==> src/rtl/video_pkg.sv <==
// Shared definitions for the video processing paths: operation modes, luma
// coefficients and the colour-bar table.
package video_pkg;

  typedef enum logic [2:0] {
    MODE_PASS   = 3'd0,
    MODE_INVERT = 3'd1,
    MODE_GRAY   = 3'd2,
    MODE_RED    = 3'd3,
    MODE_GREEN  = 3'd4,
    MODE_BLUE   = 3'd5,
    MODE_BARS   = 3'd6,
    MODE_BLACK  = 3'd7
  } video_mode_e;

  localparam int unsigned LUMA_R     = 77;
  localparam int unsigned LUMA_G     = 150;
  localparam int unsigned LUMA_B     = 29;
  localparam int unsigned LUMA_SHIFT = 8;

  localparam int unsigned NUM_BARS  = 8;
  localparam int unsigned BAR_IDX_W = 3;

  // {red, green, blue} full-scale enables per bar, left to right
  function automatic logic [2:0] bar_mask(input logic [BAR_IDX_W-1:0] idx);
    case (idx)
      3'd0:    return 3'b111;  // white
      3'd1:    return 3'b110;  // yellow
      3'd2:    return 3'b011;  // cyan
      3'd3:    return 3'b010;  // green
      3'd4:    return 3'b101;  // magenta
      3'd5:    return 3'b100;  // red
      3'd6:    return 3'b001;  // blue
      default: return 3'b000;  // black
    endcase
  endfunction

endpackage

==> src/rtl/video_timing_meas.sv <==
// Sync edge detection and active-resolution measurement; produces the
// frame-start pulse used by the pixel paths.
module video_timing_meas #(
  parameter int unsigned CNT_W = 12
) (
  input  logic             clk,
  input  logic             rst_n,
  input  logic             dv,
  input  logic             vs,
  output logic             frame_start_c,
  output logic             dv_rise_c,
  output logic [CNT_W-1:0] h_active,
  output logic [CNT_W-1:0] v_active,
  output logic             meas_valid
);

  localparam logic [CNT_W-1:0] CNT_MAX = '1;
  localparam logic [CNT_W-1:0] CNT_ONE = CNT_W'(1);

  logic             dv_d, vs_d, dv_fall;
  logic [CNT_W-1:0] x_cnt, y_cnt, line_len;

  assign frame_start_c = vs & ~vs_d;
  assign dv_rise_c     = dv & ~dv_d;
  assign dv_fall       = ~dv & dv_d;

  always_ff @(posedge clk) begin
    if (!rst_n) begin
      dv_d       <= 1'b0;
      vs_d       <= 1'b0;
      x_cnt      <= '0;
      y_cnt      <= '0;
      line_len   <= '0;
      h_active   <= '0;
      v_active   <= '0;
      meas_valid <= 1'b0;
    end else begin
      dv_d <= dv;
      vs_d <= vs;
      if (dv_rise_c)
        x_cnt <= CNT_ONE;
      else if (dv && x_cnt != CNT_MAX)
        x_cnt <= x_cnt + CNT_ONE;
      if (dv_fall)
        line_len <= x_cnt;
      // Frame start wins over a coincident line start, which becomes line 1
      if (frame_start_c) begin
        h_active   <= line_len;
        v_active   <= y_cnt;
        meas_valid <= (line_len == h_active) && (y_cnt == v_active) &&
                      (line_len != '0) && (y_cnt != '0);
        y_cnt      <= dv_rise_c ? CNT_ONE : '0;
      end else if (dv_rise_c && y_cnt != CNT_MAX) begin
        y_cnt <= y_cnt + CNT_ONE;
      end
    end
  end

endmodule

==> src/rtl/video_proc_path.sv <==
// Frame-synchronous pixel operation stage between hdmi_rx and hdmi_tx, with
// syncs delayed to match the colour pipeline exactly.
module video_proc_path #(
  parameter int unsigned CW    = 8,
  parameter int unsigned LAT   = 2,
  parameter int unsigned CNT_W = 12
) (
  input  logic             clk,
  input  logic             rst_n,
  input  logic [2:0]       mode,
  input  logic [CW-1:0]    rx_red,
  input  logic [CW-1:0]    rx_green,
  input  logic [CW-1:0]    rx_blue,
  input  logic             rx_dv,
  input  logic             rx_hs,
  input  logic             rx_vs,
  output logic [CW-1:0]    tx_red,
  output logic [CW-1:0]    tx_green,
  output logic [CW-1:0]    tx_blue,
  output logic             tx_dv,
  output logic             tx_hs,
  output logic             tx_vs,
  output logic [CNT_W-1:0] h_active,
  output logic [CNT_W-1:0] v_active,
  output logic             meas_valid,
  output logic [2:0]       mode_active
);
  import video_pkg::*;

  localparam int unsigned PW     = CW + LUMA_SHIFT;
  localparam int unsigned PIX_W  = 3 * CW;
  localparam int          CDEPTH = int'(LAT) - 1;
  localparam int          SDEPTH = int'(LAT);
  localparam logic [CW-1:0]    CMAX    = '1;
  localparam logic [CW-1:0]    CMID    = {1'b1, {(CW-1){1'b0}}};
  localparam logic [CNT_W-1:0] CNT_ONE = CNT_W'(1);
  localparam logic [BAR_IDX_W-1:0] LAST_BAR = BAR_IDX_W'(NUM_BARS - 1);

  logic frame_start, dv_rise;

  video_timing_meas #(.CNT_W(CNT_W)) u_meas (
    .clk           (clk),
    .rst_n         (rst_n),
    .dv            (rx_dv),
    .vs            (rx_vs),
    .frame_start_c (frame_start),
    .dv_rise_c     (dv_rise),
    .h_active      (h_active),
    .v_active      (v_active),
    .meas_valid    (meas_valid)
  );

  // The frame-start pixel already uses the newly sampled mode
  logic        synced, synced_eff;
  video_mode_e mode_eff;
  assign mode_eff   = video_mode_e'(frame_start ? mode : mode_active);
  assign synced_eff = synced | frame_start;

  logic [CNT_W-1:0]     bar_w, bar_px, cur_px;
  logic [BAR_IDX_W-1:0] bar_idx, cur_idx;
  assign bar_w   = h_active >> BAR_IDX_W;
  assign cur_px  = dv_rise ? '0 : bar_px;
  assign cur_idx = dv_rise ? '0 : bar_idx;

  logic [CW-1:0] op_r, op_g, op_b;
  logic          op_gray;
  logic [2:0]    bar_m;

  // First pipeline stage: per-mode pixel operation, blanked outside active video
  always_comb begin
    op_r    = '0;
    op_g    = '0;
    op_b    = '0;
    op_gray = 1'b0;
    bar_m   = bar_mask(cur_idx);
    case (mode_eff)
      MODE_PASS:   begin op_r = rx_red; op_g = rx_green; op_b = rx_blue; end
      MODE_INVERT: begin
        op_r = CMAX - rx_red;
        op_g = CMAX - rx_green;
        op_b = CMAX - rx_blue;
      end
      MODE_GRAY:   op_gray = 1'b1;
      MODE_RED:    op_r = rx_red;
      MODE_GREEN:  op_g = rx_green;
      MODE_BLUE:   op_b = rx_blue;
      MODE_BARS: begin
        if (!meas_valid || bar_w == '0) begin
          op_r = CMID; op_g = CMID; op_b = CMID;
        end else begin
          op_r = bar_m[2] ? CMAX : '0;
          op_g = bar_m[1] ? CMAX : '0;
          op_b = bar_m[0] ? CMAX : '0;
        end
      end
      default: ;
    endcase
    if (!(rx_dv && synced_eff)) begin
      op_r    = '0;
      op_g    = '0;
      op_b    = '0;
      op_gray = 1'b0;
    end
  end

  logic [PW-1:0]    prod_r, prod_g, prod_b, luma_sum;
  logic [CW-1:0]    luma;
  logic             s1_gray;
  logic [PIX_W-1:0] s1_pix;
  logic [PIX_W-1:0] col_dly [CDEPTH];
  logic [2:0]       sync_dly [SDEPTH];

  assign luma_sum = prod_r + prod_g + prod_b;
  assign luma     = luma_sum[PW-1 -: CW];

  always_ff @(posedge clk) begin
    if (!rst_n) begin
      mode_active <= '0;
      synced      <= 1'b0;
      bar_px      <= '0;
      bar_idx     <= '0;
      prod_r      <= '0;
      prod_g      <= '0;
      prod_b      <= '0;
      s1_gray     <= 1'b0;
      s1_pix      <= '0;
      for (int i = 0; i < CDEPTH; i++) col_dly[i] <= '0;
      for (int i = 0; i < SDEPTH; i++) sync_dly[i] <= '0;
    end else begin
      if (frame_start) begin
        mode_active <= mode;
        synced      <= 1'b1;
      end
      // Bar position: restarts every line, index saturates on the last bar
      if (rx_dv) begin
        if (cur_px == bar_w - CNT_ONE) begin
          bar_px  <= '0;
          bar_idx <= (cur_idx == LAST_BAR) ? cur_idx : cur_idx + BAR_IDX_W'(1);
        end else begin
          bar_px  <= cur_px + CNT_ONE;
          bar_idx <= cur_idx;
        end
      end
      prod_r  <= PW'(rx_red)   * PW'(LUMA_R);
      prod_g  <= PW'(rx_green) * PW'(LUMA_G);
      prod_b  <= PW'(rx_blue)  * PW'(LUMA_B);
      s1_gray <= op_gray;
      s1_pix  <= {op_r, op_g, op_b};
      col_dly[0] <= s1_gray ? {luma, luma, luma} : s1_pix;
      for (int i = 1; i < CDEPTH; i++) col_dly[i] <= col_dly[i-1];
      sync_dly[0] <= {rx_dv, rx_hs, rx_vs};
      for (int i = 1; i < SDEPTH; i++) sync_dly[i] <= sync_dly[i-1];
    end
  end

  assign {tx_red, tx_green, tx_blue} = col_dly[CDEPTH-1];
  assign {tx_dv, tx_hs, tx_vs}       = sync_dly[SDEPTH-1];

endmodule

==> config.mk <==
export PLATFORM = sky130hd
export DESIGN_NAME = video_proc_path
export DESIGN_NICKNAME = d
export VERILOG_FILES = /design/src/rtl/video_pkg.sv /design/src/rtl/video_timing_meas.sv /design/src/rtl/video_proc_path.sv
export SDC_FILE = /design/constraint.sdc
export NUM_CORES = 1
export LEC_CHECK = 0
export ABC_AREA = 1
export BUFFER_PORTS_ARGS = -buffer_cell sky130_fd_sc_hd__buf_4
export CORE_MARGIN = 2
export CORE_UTILIZATION = 45
export CTS_CLUSTER_SIZE = 12
export DETAILED_ROUTE_END_ITERATION = 6
export SYNTH_ARGS = -nofsm -noshare
export SYNTH_HDL_FRONTEND = slang
export SYNTH_SLANG_ARGS = --single-unit
==> constraint.sdc <==
create_clock -name clk -period 4.45 [get_ports clk]
set_clock_uncertainty 0.1 [all_clocks]
set_input_delay 0.6675 -clock clk [delete_from_list [all_inputs] [get_ports clk]]
set_output_delay 0.6675 -clock clk [all_outputs]
set_load 0.01 [all_outputs]
# --- After elaboration in Yosys (flattened, before gate mapping) ---
# Memory sizes are Yosys's and may differ from the RTL's.
# Cells that the tools add are included.
classes:
  n_eq_ne: 18
  n_mul: 3
  n_addsub: 10
  bitwise_logic: 10
  n_reduce_logical: 21
  n_mux: 29
ops:
  columns: ["cell", "n"]
  rows:
  - ["8-bit one-hot mux with 3 select lines", 3]
  - ["12-bit two-way mux", 4]
  - ["24-bit two-way mux", 2]
  - ["8-bit two-way mux", 6]
  - ["12-bit by 1-bit adder with 12-bit output (second input constant)", 3]
  - ["12-bit == test", 3]
  - ["16-bit adder", 2]
  - ["8-bit by 7-bit multiplier with 15-bit output (second input constant)", 2]
  - ["12-bit != test (second input constant)", 2]
  - ["12-bit nonzero test", 2]
  - ["24-bit OR reduction", 1]
  - ["8-bit subtractor (first input constant)", 3]
  - ["3-bit == test (second input constant)", 7]
  - ["3-bit one-hot mux with 7 select lines", 1]
  - ["3-bit two-way mux", 6]
  - ["8-bit by 5-bit multiplier with 13-bit output (second input constant)", 1]
  - ["3-bit by 2-bit == test with 1-bit output (second input constant)", 4]
  - ["12-bit zero test", 1]
  - ["9-bit by 1-bit subtractor with 10-bit output (second input constant)", 1]
  - ["2-bit OR reduction", 4]
  - ["1-bit two-way mux", 7]
  - ["3-bit by 1-bit == test with 1-bit output (second input constant)", 2]
  - ["1-bit logical AND", 6]
  - ["3-bit zero test", 2]
  - ["8 further kinds", 16]
word_totals:
  ff_bits: 155
  word_cells: 114
  ram_bits: 30
  out_inout_bits: 55
  mem_count: 2
memory_table:
  columns: ["name", "words", "width", "rd", "rd_ports_with_merged_regs", "write_ports", "line", "rtl"]
  rows:
  - ["col_dly", 1, 24, 1, 0, 1, "video_proc_path.sv:110", "logic [PIX_W-1:0] col_dly [CDEPTH];"]
  - ["sync_dly", 2, 3, 2, 0, 2, "video_proc_path.sv:111", "logic [2:0] sync_dly [SDEPTH];"]

# --- Depth between registers and ports, before layout ---
logic_depth:
  depth_word: 8
  ltp_mapped: 15

# --- Hierarchy ---
# Synthesis repeated with hierarchy kept, for this count alone.
unflattened:
  hier_cells: 1554
  hier_area_um2: 11531.1
by_module_without_submodules:
  columns: ["module", "n_inst", "seq_area_each_um2", "cells_each", "area_per_inst_um2"]
  rows:
  - ["video_proc_path", 1, 2342.2, 1085, 8416.8]
  - ["video_timing_meas", 1, 1261.2, 469, 3114.2]

# --- Worst setup path before layout ---
# Ideal clock, no wire load.
synth_timing:
  path_type: "in2reg"
  start: "in rx_red[4]"
  end: "reg prod_r[10]"
  setup_ns: 0.115
  n_path_buf: 0
  slack_ns: 0.891
  path_stages: 13
  required_ns: 4.235
  t_arrival_ns: 3.344
  path_cell_list: "ha_1 > ha_1 > inv_1 > fa_1 > fa_1 > inv_1 > ha_1 > nand2_1 > o21ai_0 > a21oi_1 > o21ai_0 > a21oi_1 > o21a_1"
synth_between:
  elab_chain_cells: 1
synth_lines:
  columns: ["element", "line", "rtl"]
  rows:
  - ["from (decl)", "video_proc_path.sv:11", "input logic [CW-1:0] rx_red,"]
  - ["8-bit by 7-bit multiplier with 15-bit output", "video_proc_path.sv:144", "prod_r <= PW'(rx_red) * PW'(LUMA_R);"]
  - ["to (signal assigned)", "video_proc_path.sv:144", null]
  - ["to (decl)", "video_proc_path.sv:106", "logic [PW-1:0] prod_r, prod_g, prod_b, luma_sum;"]
# No other way between the ends.
# A chain may end at the register's enable or synchronous reset.

# --- Worst setup path after layout ---
layout_timing:
  start: "in rx_red[4]"
  end: "reg prod_r[14]"
# The elaborated chain is that of the path after synthesis.

==> metrics.txt <==
final worst setup slack=0.9161 ns; Placed Instances=1,815; Critical-path top delay cell=fa_1; Seq/Total Area, Yosys=0.3257; GRT Overall Usage=0.2267; post-cts resize count=0; Hold Fails Final Rpt=0; per-cell routed wire length=15.22 um; # Max-Cap Violations=0; met1 wire length=14.42 mm; syn_nets=1,615; final setup violation count=0; DRC viols=0; maximum VDD drop=218.2 uV; crit path launch=rx_red[4]; DR vias/cell=5.154; outcome=complete, no violations; synth warn=0; CTS tree=built; max layer used=met4; CTS buffer count=17; clock-pin slew on the worst setup and hold paths=0.07 ns; total negative slack=0 ns; initial antenna violation count=0; first-pass GRT wire length=46.91 mm; H-tree lvl count=4; fin cells=1,846; fill count=2,443; ys flop type=dfxtp_1; Area growth, synth to finish=13.95%; die height=159.9 um; via count=9,515; number of global-route vias before repair=9,094; CP Cell Sequence=buf_4 > ha_1 > ha_1 > inv_1 > fa_1 > fa_1 > inv_1 > ha_1 > nand2_1 > o21ai_0 > nand2_1 > o2111ai_1 > nand2_1 > a21boi_0 > o21ai_0 > inv_1; Crit path arrival time=3.81 ns; Worst path max stage delay=0.52 ns; Avg Inst Size Synth=7.678 sq um; clock sinks=178; DP Worst Slack=0.5109 ns; Critical R2R Launch=prod_r[3]$_SDFF_PN0_; WS Path Type=in2reg; wire length on met3=1.424 mm; CP bufs+invs=4; RD Place Congestion=0.8740; largest net degree at the start of global routing=64; DR WL met2=11.77 mm; port bufs=86; WP data required=4.72 ns; initial DRC count=809; min cycle time layout=3.534 ns; starting density of the core=0.4539; I/O Pins=87; gr ovfl total=0; dpl hpwl=21.90 mm; Die X=159.9 um; Slew headroom=0.2160; layout cells sized above 1=0.1071; DRT antenna net count=0; PD cells=405.2 mW/mm^2; Slew @ Worst Pin=1.172 ns; ant diodes=0; Clock Latency Late Sink=0.44 ns; WL final=28.09 mm; Hold Crit Start=sync_dly[0][1]$_SDFF_PN0_; # nets final=1,700; first drt pass iteration count=5; Core Area=0.02411 sq mm; Final Max Tran Viols=0; Unique masters post-synth=46; Post-Synthesis Cells=1,425; FP Rows=57; Root Driver=clkbuf_16; Final Util=0.5172; total power=0.005052 W; Worst Hold Class=reg2reg; Hold Buf Count CTS=0; crit-path max FO=6; Bufs on Longest Clock Path=2; Post-CTS Setup Repair Bufs=0; R2R setup slack=1.40 ns; CP delay by family, top=adder cells; Worst setup EP type=register; asr flop ratio synth=0; synthesis-stage register bit count=178; Leakage Power=5.926 nW; Post-synth EDFFs=0; Syn Std Cell Area=0.01094 sq mm; unrepaired setup endpoints after global routing=no; crit start category=input pin; FMAX=283.0 MHz; fin crit share=0.7941; Die ar.=0.02558 sq mm
worst reg2reg max path: stages, from the launching register on:
cell and delay (ns):
dfxtp_1 0.32, inv_1 0.06, fa_1 0.53, inv_1 0.04
ha_1 0.33, nand2_1 0.06, o21ai_0 0.33, nor2_1 0.06
o21ai_0 0.37, nand3_1 0.16, nand3b_1 0.12, nand3_1 0.23
a21oi_1 0.26
cell usage after synthesis (all sizes together) (4+ instances only):
cell	count	share of area
nor4	9	0.0051
o21bai	5	0.0034
ha	120	0.14
clkbuf	16	0.0055
nor2	116	0.043
nand3	61	0.028
fa	38	0.070
buf	9	0.0062
nand2	284	0.10
o21ai	99	0.049
nand4	18	0.010
dfxtp	178	0.33
o2111ai	5	0.0040
nor3	20	0.012
o22ai	35	0.020
inv	220	0.075
a21oi	134	0.061
a211oi	8	0.0055
a21o	4	0.0027
xor2	19	0.015
a31oi	4	0.0023
registers in the layout, summed over array words and instances (netlist names), 3 cells and up:
signal,count
bar_idx,3
bar_px,12
col_dly,24
mode_active,3
prod_b,13
prod_g,15
prod_r,15
s1_pix,24
sync_dly,6
u_meas.h_active,12
u_meas.line_len,12
u_meas.v_active,12
u_meas.x_cnt,12
u_meas.y_cnt,12
final timing paths:
path / endpoint / cells after the start
setup / recovery: prod_r[14]$_SDFF_PN0_ / 16
hold / removal: sync_dly[0][4]$_SDFF_PN0_ / 2
setup reg to reg: col_dly[0][1]$_SDFF_PN0_ / 12
hold reg to reg: sync_dly[0][4]$_SDFF_PN0_ / 2
cell families (layout without fill, tap and decap cells):
logic type / count (synthesis) / in the layout / synth area share
simple gates: 516 / 516 / 0.2070
compound gates: 304 / 304 / 0.1552
buf+inv: 247 / 344 / 0.08782
flops: 178 / 178 / 0.3257
fa+ha+maj: 158 / 158 / 0.2067
xor+xnor: 22 / 22 / 0.01761
per-stage QoR:
step	cell area, sq um	hold slack, ns
after floorplan	10940	0.2905
after global placement	11900	0.2917
after detailed placement	11900	0.3026
after CTS	12470	0.3062
after global routing	12470	0.3077
final	12470	0.3128
layout by cell type, fill, tap and decap left out, types with 5 or more instances in the layout:
master	Yosys	routed
a211oi_1	8	8
a21oi_1	134	134
buf_4	0	91
clkbuf_16	0	17
dfxtp_1	178	178
fa_1	38	38
ha_1	120	120
inv_1	215	215
inv_2	5	5
inv_8	0	5
nand2_1	268	268
nand2_2	12	12
nand3_1	60	60
nand4_1	18	18
nor2_1	108	108
nor3_1	16	16
nor4_1	9	9
o2111ai_1	5	5
o21ai_0	86	86
o21ai_1	9	9
o21bai_1	5	5
o22ai_1	35	35
xor2_1	19	19
layer usage:
| metal | vias to the layer above | global-route usage |
|---|---|---|
| met2 | 243 | 0.3412 |
| li1 | 4878 | - |
| met1 | 4366 | 0.3392 |
| met3 | 28 | 0.03221 |
| met5 | - | 0 |
| met4 | 0 | 0.06102 |
report_power, final:
part | internal [W] | leakage, nW | switching (W)
Clock | 0.000745 | 0.273 | 0.000708
Sequential | 0.00172 | 1.45 | 0.0000918
Combinational | 0.000657 | 4.20 | 0.00113
Total | 0.00312 | 5.93 | 0.00193
area by class of cell:
class / instances / area (sq um) / area share
clock inverters: 14 / 140.1 / 0.01124
multi-input cells: 1000 / 6417 / 0.5147
clock buffers: 17 / 425.4 / 0.03412
inverters: 222 / 833.3 / 0.06683
well taps: 324 / 405.4 / 0.03251
flip-flops and latches: 178 / 3563 / 0.2858
repair buffers: 91 / 683.2 / 0.05479
(Power assumes the default switching activity.)
